$ cat src/rtl/async_fifo_pkg.sv
// Async FIFO shared helpers.
// Gray/binary conversion used by both pointer domains.
package async_fifo_pkg;

    // Working width of the helpers; callers zero-extend and truncate.
    localparam int GW = 32;

    function automatic logic [GW-1:0] bin2gray(
        input logic [GW-1:0] b
    );
        return b ^ (b >> 1);
    endfunction

    // Zero-extended Gray input decodes identically at any width.
    function automatic logic [GW-1:0] gray2bin(
        input logic [GW-1:0] g
    );
        logic [GW-1:0] b;
        b[GW-1] = g[GW-1];
        for (int i = GW - 2; i >= 0; i--) begin
            b[i] = b[i+1] ^ g[i];
        end
        return b;
    endfunction

endpackage

$ cat src/rtl/rptr_empty_fwft_skid2.sv
// Two-entry first-word-fall-through buffer.
// Head entry is always e0; push and pop may coincide.
module rd_skid2 #(
    parameter int DW = 8
) (
    input  logic          rclk,
    input  logic          rrst,
    input  logic          push,
    input  logic          pop,
    input  logic [DW-1:0] din,
    output logic [DW-1:0] dout,
    output logic          valid,
    output logic [1:0]    cnt
);

    logic [DW-1:0] e0;
    logic [DW-1:0] e1;

    assign dout  = e0;
    assign valid = (cnt != 2'd0);

    // In-order storage update; push into a full buffer never occurs.
    always_ff @(posedge rclk) begin
        if (rrst) begin
            e0  <= '0;
            e1  <= '0;
            cnt <= 2'd0;
        end else begin
            unique case (1'b1)
                push && !pop: begin
                    if (cnt == 2'd0) e0 <= din;
                    else             e1 <= din;
                    cnt <= cnt + 2'd1;
                end
                !push && pop: begin
                    e0  <= e1;
                    cnt <= cnt - 2'd1;
                end
                push && pop: begin
                    if (cnt == 2'd2) begin
                        e0 <= e1;
                        e1 <= din;
                    end else begin
                        e0 <= din;
                    end
                end
                default: ;
            endcase
        end
    end

endmodule

$ cat src/rtl/rptr_empty_fwft.sv
// Read-domain pointer, empty/level flags and FWFT front end.
// RAM is sync-read; fetched words land in a 2-entry stage.
module rptr_empty_fwft
    import async_fifo_pkg::*;
#(
    parameter int AW        = 4,
    parameter int DW        = 8,
    parameter int AE_THRESH = 2
) (
    input  logic          rclk,
    input  logic          rrst,
    input  logic [AW:0]   rq2_wptr,
    output logic [AW:0]   rptr,
    output logic [AW-1:0] raddr,
    output logic          rd_en,
    input  logic [DW-1:0] rdata_mem,
    output logic          rempty,
    output logic [AW:0]   rlevel,
    output logic          ralmost_empty,
    output logic [DW-1:0] dout,
    output logic          dout_valid,
    input  logic          dout_ready
);

    localparam int PW = AW + 1;
    localparam logic [AW:0] AE_T = PW'(AE_THRESH);

    logic [AW:0] rbin;
    logic [AW:0] rbin_next;
    logic [AW:0] rgray_next;
    logic [AW:0] wbin;
    logic [AW:0] lvl;
    logic        inflight;
    logic        pop;
    logic [1:0]  ob_cnt;
    logic [2:0]  occ;

    assign pop = dout_valid & dout_ready;

    // Stage occupancy once the in-flight word lands and the pop leaves.
    assign occ = {1'b0, ob_cnt}
               + {2'b00, inflight}
               - {2'b00, pop};

    assign rd_en = !rrst && !rempty && (occ < 3'd2);

    assign rbin_next  = rbin + {{AW{1'b0}}, rd_en};
    assign rgray_next = PW'(bin2gray(GW'(rbin_next)));
    assign wbin       = PW'(gray2bin(GW'(rq2_wptr)));
    assign lvl        = wbin - rbin_next;
    assign raddr      = rbin[AW-1:0];

    // Pointer, flag, level and fetch-pipeline registers.
    always_ff @(posedge rclk) begin
        if (rrst) begin
            rbin          <= '0;
            rptr          <= '0;
            rempty        <= 1'b1;
            rlevel        <= '0;
            ralmost_empty <= 1'b1;
            inflight      <= 1'b0;
        end else begin
            rbin          <= rbin_next;
            rptr          <= rgray_next;
            rempty        <= (rgray_next == rq2_wptr);
            rlevel        <= lvl;
            ralmost_empty <= (lvl <= AE_T);
            inflight      <= rd_en;
        end
    end

    rd_skid2 #(
        .DW(DW)
    ) u_skid (
        .rclk  (rclk),
        .rrst  (rrst),
        .push  (inflight),
        .pop   (pop),
        .din   (rdata_mem),
        .dout  (dout),
        .valid (dout_valid),
        .cnt   (ob_cnt)
    );

endmodule
$ cat config.mk
export PLATFORM = sky130hd
export DESIGN_NAME = rptr_empty_fwft
export DESIGN_NICKNAME = d
export VERILOG_FILES = /design/src/rtl/async_fifo_pkg.sv /design/src/rtl/rptr_empty_fwft_skid2.sv /design/src/rtl/rptr_empty_fwft.sv
export SDC_FILE = /design/constraint.sdc
export NUM_CORES = 1
export LEC_CHECK = 0
export CORE_MARGIN = 4
export CORE_UTILIZATION = 42
export DETAILED_ROUTE_END_ITERATION = 6
export PLACE_DENSITY_LB_ADDON = 0.2
export SYNTH_ARGS = -nofsm -noshare
export SYNTH_HDL_FRONTEND = slang
export SYNTH_SLANG_ARGS = --single-unit
export TNS_END_PERCENT = 30
$ cat constraint.sdc
create_clock -name rclk -period 5.7 [get_ports rclk]
set_input_delay 0.57 -clock rclk [delete_from_list [all_inputs] [get_ports rclk]]
set_output_delay 0.57 -clock rclk [all_outputs]
set_load 0.01 [all_outputs]
==> results of run 1 <==
-- critical path, stage by stage --
cell             delay (ns)
clkdlybuf4s50_1        0.60
nand2_1                0.08
nor2_1                 0.17
o21ai_0                0.14
fa_1                   0.39
xor2_1                 0.16
nor4b_1                0.36
ha_1                   0.25
ha_1                   0.23
fa_1                   0.25
inv_1                  0.05
maj3_1                 0.33
a21oi_1                0.21
mux2_4                 0.33
nor4_2                 0.26
-- final cells by class --
type	instances	area [sq um]
fill	335	1530
inverter	7	26.3
sequential	35	701
multi-input combinational	119	912
clock buffer	8	100
timing repair buffer	42	418
tap	48	60.1
-- power by group --
part / internal, mW / switching [mW] / total, mW
combinational: 0.218 / 0.195 / 0.413
sequential: 0.310 / 0.0397 / 0.350
clock: 0.110 / 0.0819 / 0.192
total: 0.638 / 0.317 / 0.955
-- flip-flops by register name (all words and copies together) (netlist names) --
signal,flops
inflight,1
ralmost_empty,1
rbin,4
rempty,1
rlevel,5
rptr,5
u_skid.cnt,2
u_skid.dout,8
u_skid.e1,8
-- per-stage QoR --
| stage | instance area [sq um] | hold slack, ns | instances | power, mW |
|---|---|---|---|---|
| 3_3_place_gp | 2120 | 0.462 | 251 | 0.763 |
| 2_1_floorplan | 1670 | 0.461 | 167 | 0.604 |
| 3_5_place_dp | 2120 | 0.466 | 251 | 0.774 |
| 4_1_cts | 2220 | 0.474 | 259 | 0.970 |
| 5_1_grt | 2220 | 0.504 | 259 | 1.03 |
| 6_report | 2220 | 0.468 | 259 | 0.955 |
-- Yosys cell counts (all sizes together), types with 4 or more instances --
cell    count
nand3       5
ha          7
a21oi       4
inv         7
o21ai       5
mux2i       8
nor2       31
a22oi       8
a211oi      8
xor2        9
xnor2      10
dfxtp      35
-- worst paths after layout --
| kind | startpoint | cells after the start | slack (ns) | to |
|---|---|---|---|---|
| setup / recovery | dout_ready | 15 | 1.50 | ralmost_empty |
| hold / removal | rempty | 1 | 0.47 | inflight |
| setup reg to reg | u_skid.cnt[1] | 14 | 1.91 | ralmost_empty |
| hold reg to reg | rempty | 1 | 0.47 | inflight |
-- layer usage --
layer	track usage	up-vias	wire, um
met5	0	-	0
met3	0.0412	7	168
met1	0.158	590	1430
met4	0.0689	0	68
met2	0.257	35	1680
li1	-	662	-
-- logic make-up (layout without fill, tap and decap cells) --
logic type	after synthesis	in the layout	synth area share
compound gates	30	30	0.128
xor+xnor	21	21	0.142
fa+ha+maj	10	10	0.0823
buf+inv	13	57	0.0352
flops	35	35	0.419
mux	9	9	0.0569
simple gates	49	49	0.136
==> flow_metrics.env, run 1 <==
export IMPL_routabilityCongestion=0.860
export IMPL_power_density_mw_per_mm2=431
export IMPL_synthesis_area_per_instance_sq_um=10.0
export IMPL_leading_cell_type_in_the_layout_fill_and_taps_excluded="clkdlybuf4s50_1"
export IMPL_cts_setup_buffers=0
export IMPL_hold_viol=0
export IMPL_clock_skew_ns=0.00435
export IMPL_antenna_cells_inserted=0
export IMPL_async_reset_ff_frac=0
export IMPL_top_level_ports=42
export IMPL_cell_type_with_the_largest_total_area_after_synthesis="dfxtp_1"
export IMPL_setup_violation_total_in_the_final_timing_report=0
export IMPL_fp_row_count=22
export IMPL_synth_cell_type_count=34
export IMPL_cp_class="in2reg"
export IMPL_detailedRoute_firstPassIterationCount=4
export IMPL_worstSkewPairLatency_ns=0.28
export IMPL_dp_worst_setup_slack_ns=1.22
export IMPL_cts_htree_levels=2
export IMPL_via_per_inst=5.00
export IMPL_chipWidth_um=71.1
export IMPL_port_buffers=41
export IMPL_clock_root_buffer="clkbuf_8"
export IMPL_cts_buffer_depth=2
export IMPL_synth_seq_area_share=0.419
export IMPL_period_minus_slack_ns=4.20
export IMPL_power_leakage_nw=0.861
export IMPL_die_ar_sq_mm=0.00505
export IMPL_cts_resized=0
export IMPL_timing_critical_path_to_type="flip-flop"
export IMPL_worst_setup_hold_path_clk_slew_ns=0.06
export IMPL_fin_tns_setup_ns=0
export IMPL_grt_pass1_wl_mm=5.87
export IMPL_detailedRoute_firstIterationViolations=64
export IMPL_grt_total_usage=0.145
export IMPL_globalRouteOverflowTotal=0
export IMPL_floorplan_initialDensity=0.447
export IMPL_netlist_instances=167
export IMPL_detailed_route_wire_length_mm=3.35
export IMPL_fmax_mhz=238
export IMPL_synth_top_flop_cell="dfxtp_1"
export IMPL_worstPathMaxFanout=7
export IMPL_synth_yosys_warnings=0
export IMPL_final_period_utilization=0.738
export IMPL_rsz0062_at_grt="false"
export IMPL_route_antenna_remaining_nets=0
export IMPL_route_detailed_drc=0
export IMPL_cts_hold_repair_buffers=0
export IMPL_detail_routed_net_length_per_standard_cell_um=12.9
export IMPL_numClockSinks=35
export IMPL_fin_nets=235
export IMPL_maxSlewHeadroom=0.358
export IMPL_required_ns=5.90
export IMPL_dp_hpwl_mm=2.57
export IMPL_layout_cells_most_common_list="41 x clkdlybuf4s50_1, 35 x dfxtp_1, 31 x nor2_1, 9 x xnor2_1, 9 x xor2_1"
export IMPL_grt_max_degree=38
export IMPL_final_layout_size_suffix_gt1_frac=0.0711
export IMPL_areaGrowthSynthToFinish_pct=32.6
export IMPL_final_core_util=0.592
export IMPL_tritoncts="yes"
export IMPL_worstPathArrival_ns=4.40
export IMPL_syn_area_sq_mm=0.00167
export IMPL_first_global_vias=1323
export IMPL_critPathLaunchType="input pin"
export IMPL_floorplan_core_area_sq_mm=0.00374
export IMPL_synth_top_cells_by_area="dfxtp_1 42%, nor2_1 7.0%, ha_1 5.2%, mux2i_1 4.8%, xnor2_1 4.7%"
export IMPL_post_route_worst_setup_slack_ns=1.50
export IMPL_maxCapViolations=0
export IMPL_synth_net_count=192
export IMPL_timing_final_max_slew_violations=0
export IMPL_height_of_the_die_um=71.1
export IMPL_antenna_found_initial=0
export IMPL_ys_seq_elements=35
export IMPL_detailroute_via_count=1294
export IMPL_run_status="complete, no violations"
export IMPL_tightest_slew_ns=0.956
export IMPL_cts_made_buffers=5
export IMPL_synth_edf_count=0
export IMPL_yosys_area_top_type_share=0.419
export IMPL_vdd_ir_drop_worst_v=0.000188
export IMPL_worst_hold_path_type="reg2reg"
Note: power is estimated with default switching activity, not from simulation.
==> run 2, diff against run 1 <==
==> constraint.sdc (replaced) <==
create_clock -name rclk -period 4.2 [get_ports rclk]
set_input_delay 0.42 -clock rclk [delete_from_list [all_inputs] [get_ports rclk]]
set_output_delay 0.42 -clock rclk [all_outputs]
set_load 0.01 [all_outputs]
==> run 2 against run 1 <==
  * Routed wire length is 7.7% higher
  * Sequential power is 36% higher
  * Largest power group unchanged
  * Critical path depth is 1 higher
==> flow_metrics.env, run 2 (same netlist as run 1, synthesis figures left out) <==
export IMPL_final_layout_size_suffix_gt1_frac=0.0930
export IMPL_cts_hold_repair_buffers=0
export IMPL_detailedRoute_firstIterationViolations=43
export IMPL_floorplan_core_area_sq_mm=0.00374
export IMPL_dp_worst_setup_slack_ns=0.00137
export IMPL_hold_viol=0
export IMPL_detail_routed_net_length_per_standard_cell_um=13.7
export IMPL_timing_critical_path_to_type="flip-flop"
export IMPL_route_antenna_remaining_nets=0
export IMPL_clkPwrFrac=0.187
export IMPL_worstPathArrival_ns=4.08
export IMPL_worstPathMaxFanout=5
export IMPL_detailedRoute_firstPassIterationCount=4
export IMPL_fin_nets=239
export IMPL_period_minus_slack_ns=3.88
export IMPL_dp_hpwl_mm=2.68
export IMPL_first_global_vias=1389
export IMPL_cts_setup_buffers=0
export IMPL_antenna_cells_inserted=0
export IMPL_worst_hold_path_type="reg2reg"
export IMPL_clock_root_buffer="clkbuf_8"
export IMPL_grt_max_degree=37
export IMPL_globalRouteOverflowTotal=0
export IMPL_via_per_inst=4.98
export IMPL_cts_htree_levels=2
export IMPL_die_ar_sq_mm=0.00505
export IMPL_setup_violation_total_in_the_final_timing_report=0
export IMPL_route_detailed_drc=0
export IMPL_power_leakage_nw=0.870
export IMPL_post_route_worst_setup_slack_ns=0.319
export IMPL_port_buffers=41
export IMPL_run_status="complete, no violations"
export IMPL_final_period_utilization=0.924
export IMPL_worstSkewPairLatency_ns=0.29
export IMPL_sequentialPowerShare=0.370
export IMPL_height_of_the_die_um=71.1
export IMPL_required_ns=4.40
export IMPL_layout_cells_most_common_list="41 x clkdlybuf4s50_1, 35 x dfxtp_1, 31 x nor2_1, 9 x xnor2_1, 9 x xor2_1"
export IMPL_cts_buffer_depth=2
export IMPL_stdcell_count=263
export IMPL_floorplan_initialDensity=0.447
export IMPL_grt_pass1_wl_mm=6.27
export IMPL_share_comb_of_total_power=0.443
export IMPL_leading_cell_type_in_the_layout_fill_and_taps_excluded="clkdlybuf4s50_1"
export IMPL_maxSlewHeadroom=0.375
export IMPL_timing_final_max_slew_violations=0
export IMPL_rsz0062_at_grt="false"
export IMPL_fmax_mhz=258
export IMPL_top_level_ports=42
export IMPL_cts_made_buffers=5
export IMPL_critPathLaunchType="input pin"
export IMPL_routabilityCongestion=0.866
export IMPL_power_density_mw_per_mm2=576
export IMPL_fin_tns_setup_ns=0
export IMPL_number_of_cells_after_detailed_placement=255
export IMPL_detailroute_via_count=1311
export IMPL_chipWidth_um=71.1
export IMPL_tritoncts="yes"
export IMPL_cts_resized=0
export IMPL_tightest_slew_ns=0.932
export IMPL_p_int_mw=0.837
export IMPL_detailed_route_wire_length_mm=3.60
export IMPL_grt_total_usage=0.158
export IMPL_numClockSinks=35
export IMPL_maxCapViolations=0
export IMPL_worst_setup_hold_path_clk_slew_ns=0.07
export IMPL_antenna_found_initial=0
export IMPL_vdd_ir_drop_worst_v=0.000271
export IMPL_clock_skew_ns=0.00658
export IMPL_cp_class="in2reg"
export IMPL_net_switching_power_figure_mw=0.450
export IMPL_areaGrowthSynthToFinish_pct=33.8
export IMPL_power_switching_fraction=0.350
export IMPL_fp_row_count=22
==> run 2: cell types whose count changed in the layout (fill, tap and decap cells not counted), sizes merged <==
cell	before	now
buf	1	5
clkbuf	8	5
clkinv	0	1
clkinvlp	0	2
==> run 2: layout make-up <==
class,instances,area (sq um)
clock inverter,3,20.0
timing repair buffer,46,448
inverter,7,26.3
fill,343,1510
sequential,35,701
tap,48,60.1
clock buffer,5,68.8
multi-input combinational,119,912
==> run 2: power by group through the flow <==
| stage | Combinational, mW | Sequential (mW) | Clock (mW) |
|---|---|---|---|
| after floorplan | 0.315 | 0.504 | 0 |
| after global placement | 0.563 | 0.480 | 0 |
| after detailed placement | 0.574 | 0.486 | 0 |
| after CTS | 0.578 | 0.478 | 0.248 |
| after global routing | 0.638 | 0.489 | 0.265 |
| final | 0.571 | 0.476 | 0.241 |
==> run 2: through the flow <==
stage               utilization  total power, mW  hold WS, ns  area [sq um]
CTS                       0.597             1.30        0.466          2240
floorplan                     -            0.819        0.461          1670
finish                    0.597             1.29        0.465          2240
detailed placement        0.574             1.06        0.458          2150
global route              0.597             1.39        0.478          2240
global placement          0.574             1.04        0.446          2150
==> run 2: metal layers <==
layer / up-vias / routed length (um) / GRT usage
met4: 0 / 86 / 0.0793
li1: 681 / - / -
met5: - / 0 / 0
met1: 593 / 1530 / 0.164
met2: 29 / 1830 / 0.283
met3: 8 / 158 / 0.0497
==> run 2: worst max-delay path, stage by stage <==
cell             delay [ns]
clkdlybuf4s50_1        0.49
nand2_1                0.06
nor2_1                 0.13
o21ai_0                0.12
fa_1                   0.39
xor2_1                 0.17
nor4b_1                0.28
buf_4                  0.17
ha_1                   0.17
ha_1                   0.24
fa_1                   0.26
inv_1                  0.06
maj3_1                 0.34
a21oi_1                0.20
mux2_4                 0.33
nor4_2                 0.25
==> run 2: path summary, 6_finish.rpt <==
check	startpoint	end	slack, ns	cells past startpoint
min reg2reg	rempty	inflight	0.46	1
max	dout_ready	ralmost_empty	0.32	16
min	rempty	inflight	0.46	1
max reg2reg	u_skid.cnt[1]	ralmost_empty	0.42	15
==> run 3, diff against run 2 <==
--- a/config.mk
+++ b/config.mk
@@ -9,6 +9,7 @@
 export CORE_UTILIZATION = 42
 export DETAILED_ROUTE_END_ITERATION = 6
 export PLACE_DENSITY_LB_ADDON = 0.2
+export SETUP_SLACK_MARGIN = 0.3
 export SYNTH_ARGS = -nofsm -noshare
 export SYNTH_HDL_FRONTEND = slang
 export SYNTH_SLANG_ARGS = --single-unit
==> run 3 against run 2 <==
  * Flip-flop and latch count unchanged
  * First-iteration DRC count is 51% higher
  * Core utilization rose by 1.2 points
  * Die area stayed put
  * Maximum frequency grew 3.7%
  * Critical path depth is the same
  * Register-to-register slack gained 0.10 ns
  * Final cell count stayed put
  * Power grew 2.3%
  * Non-clock buffer count did not move
  * Hold slack improved by 0.031 ns
  * Clock skew barely moved
  * Largest cell class unchanged
==> flow_metrics.env, run 3 (same netlist as run 1, synthesis figures left out) <==
export IMPL_run_status="complete, no violations"
export IMPL_areaGrowthSynthToFinish_pct=36.5
export IMPL_clock_skew_ns=0.00699
export IMPL_timing_critical_path_to="ralmost_empty"
export IMPL_vdd_ir_drop_worst_v=0.000309
export IMPL_number_of_cells_after_detailed_placement=255
export IMPL_cts_buffer_depth=2
export IMPL_cts_htree_levels=2
export IMPL_worstPathArrival_ns=3.94
export IMPL_worst_hold_path_type="reg2reg"
export IMPL_cell_by_cell_listing_of_the_critical_path="clkdlybuf4s50_1, nand2_1, nor2_1, o21ai_0, fa_1, xor2_2, nor4b_2, buf_4, ha_4, ha_1, fa_2, inv_1, maj3_1, a21oi_2, mux2_4, nor4_2"
export IMPL_path_depth=16
export IMPL_p_int_mw=0.855
export IMPL_maxCapViolations=0
export IMPL_antenna_found_initial=0
export IMPL_top_level_ports=42
export IMPL_clock_root_buffer="clkbuf_8"
export IMPL_detailroute_via_count=1328
export IMPL_cts_made_buffers=5
export IMPL_numClockSinks=35
export IMPL_required_ns=4.40
export IMPL_final_layout_size_suffix_gt1_frac=0.121
export IMPL_worst_setup_hold_path_clk_slew_ns=0.08
export IMPL_worst_r2r_startpoint="u_skid.cnt[1]"
export IMPL_detailed_route_wire_length_mm=3.65
export IMPL_first_global_vias=1389
export IMPL_power_switching_fraction=0.351
export IMPL_grt_total_usage=0.158
export IMPL_detail_routed_net_length_per_standard_cell_um=13.9
export IMPL_post_route_worst_setup_slack_ns=0.458
export IMPL_path_buf_inv=3
export IMPL_maxSlewHeadroom=0.373
export IMPL_globalRouteMet1Util=0.164
export IMPL_stdcell_count=263
export IMPL_globalRouteOverflowTotal=0
export IMPL_rsz0062_at_grt="false"
export IMPL_power_consumption_mw=1.32
export IMPL_power_leakage_nw=0.866
export IMPL_dp_hpwl_mm=2.68
export IMPL_grt_max_degree=37
export IMPL_critPathLaunchType="input pin"
export IMPL_period_minus_slack_ns=3.74
export IMPL_met2_usage=0.283
export IMPL_share_comb_of_total_power=0.453
export IMPL_tightest_slew_ns=0.934
export IMPL_tritoncts="yes"
export IMPL_cp_class="in2reg"
export IMPL_groute_layer_met3_usage=0.0497
export IMPL_cell_with_the_largest_stage_delay_on_the_worst_path="clkdlybuf4s50_1"
export IMPL_busiest_layer="met2"
export IMPL_filler_cell_count=330
export IMPL_layout_cells_most_common_list="41 x clkdlybuf4s50_1, 35 x dfxtp_1, 31 x nor2_1, 9 x xnor2_1"
export IMPL_fmax_mhz=267
export IMPL_dp_worst_setup_slack_ns=0.00137
export IMPL_hold_viol=0
export IMPL_power_density_mw_per_mm2=578
export IMPL_r2r_setup_slack_ns=0.52
export IMPL_height_of_the_die_um=71.1
export IMPL_timing_critical_path_to_type="flip-flop"
export IMPL_cpPeakStageDelay_ns=0.50
export IMPL_route_detailed_drc=0
export IMPL_port_buffers=41
export IMPL_fp_row_count=22
export IMPL_routabilityCongestion=0.866
export IMPL_floorplan_core_area_sq_mm=0.00374
export IMPL_timing_final_max_slew_violations=0
export IMPL_worst_setup_path_startpoint="dout_ready"
export IMPL_final_core_util=0.609
export IMPL_critical_path_top_delay_family="adder cells"
export IMPL_chipWidth_um=71.1
export IMPL_detailedRoute_firstPassIterationCount=4
export IMPL_via_per_inst=5.05
export IMPL_reg2regPathDepth=15
export IMPL_fin_tns_setup_ns=0
export IMPL_floorplan_initialDensity=0.447
export IMPL_antenna_cells_inserted=0
export IMPL_leading_cell_type_in_the_layout_fill_and_taps_excluded="clkdlybuf4s50_1"
export IMPL_fin_nets=239
export IMPL_clkPwrFrac=0.183
export IMPL_route_antenna_remaining_nets=0
export IMPL_setup_violation_total_in_the_final_timing_report=0
export IMPL_crit_reg2reg_capture="ralmost_empty"
export IMPL_die_ar_sq_mm=0.00505
export IMPL_net_switching_power_figure_mw=0.462
export IMPL_worstSkewPairLatency_ns=0.29
export IMPL_final_period_utilization=0.891
export IMPL_grt_pass1_wl_mm=6.27
export IMPL_worstPathMaxFanout=4
export IMPL_sequentialPowerShare=0.364
export IMPL_detailedRoute_firstIterationViolations=65
-- run 3: timing repair --
item | 4_1_cts | 5_1_grt
setup buffers | 0 | 0
resized for setup | 0 | 7
endpoints found under the hold margin | 0 | 0
setup endpoints to repair | 0 | 1
hold buffers | 0 | 0
-- run 3: cell type report --
type | instances | area (sq um) | area share
Multi-Input combinational cell | 119 | 957 | 0.420
Sequential cell | 35 | 701 | 0.307
Timing Repair Buffer | 46 | 448 | 0.196
Clock buffer | 5 | 68.8 | 0.0302
Tap cell | 48 | 60.1 | 0.0263
Inverter | 7 | 26.3 | 0.0115
Clock inverter | 3 | 20.0 | 0.00878
-- run 3: worst register-to-register path, delay by kind of cell, from the launching register on --
family | cells | cell delay [ns]
XOR/XNOR | 1 | 0.18
flip-flops | 1 | 0.53
AND/OR/NAND/NOR | 4 | 0.72
adder cells (fa/ha/maj) | 5 | 1.35
buffers and inverters | 2 | 0.21
AO/OA/AOI/OAI | 2 | 0.29
multiplexers | 1 | 0.32
-- run 3: worst min-delay path by stage --
stage / from / end / slack (ns) / depth (start not counted)
global route: u_skid.e1[1] / u_skid.e1[1] / 0.53 / 2
floorplan: u_skid.e1[0] / u_skid.e1[0] / 0.46 / 2
CTS: rempty / inflight / 0.47 / 1
global placement: rempty / inflight / 0.45 / 1
finish: rempty / inflight / 0.50 / 1
detailed placement: rempty / inflight / 0.46 / 1
-- run 3: per-stage QoR --
stage / cell area (sq um) / hold WS [ns]
finish: 2280 / 0.495
detailed placement: 2150 / 0.458
global placement: 2150 / 0.446
floorplan: 1670 / 0.461
CTS: 2240 / 0.466
global route: 2280 / 0.529
-- run 3: per-layer routing --
layer | part of all wire | vias to the layer above | wire (um)
li1 | - | 678 | -
met1 | 0.42 | 611 | 1540
met2 | 0.51 | 30 | 1860
met3 | 0.044 | 9 | 161
met4 | 0.024 | 0 | 86
met5 | 0 | - | 0
-- run 3: power groups by stage --
stage	sequential, mW	combinational (mW)	clock, mW
CTS	0.478	0.578	0.248
detailed placement	0.486	0.574	0
finish	0.480	0.596	0.242
floorplan	0.504	0.315	0
global route	0.494	0.665	0.265
global placement	0.480	0.563	0
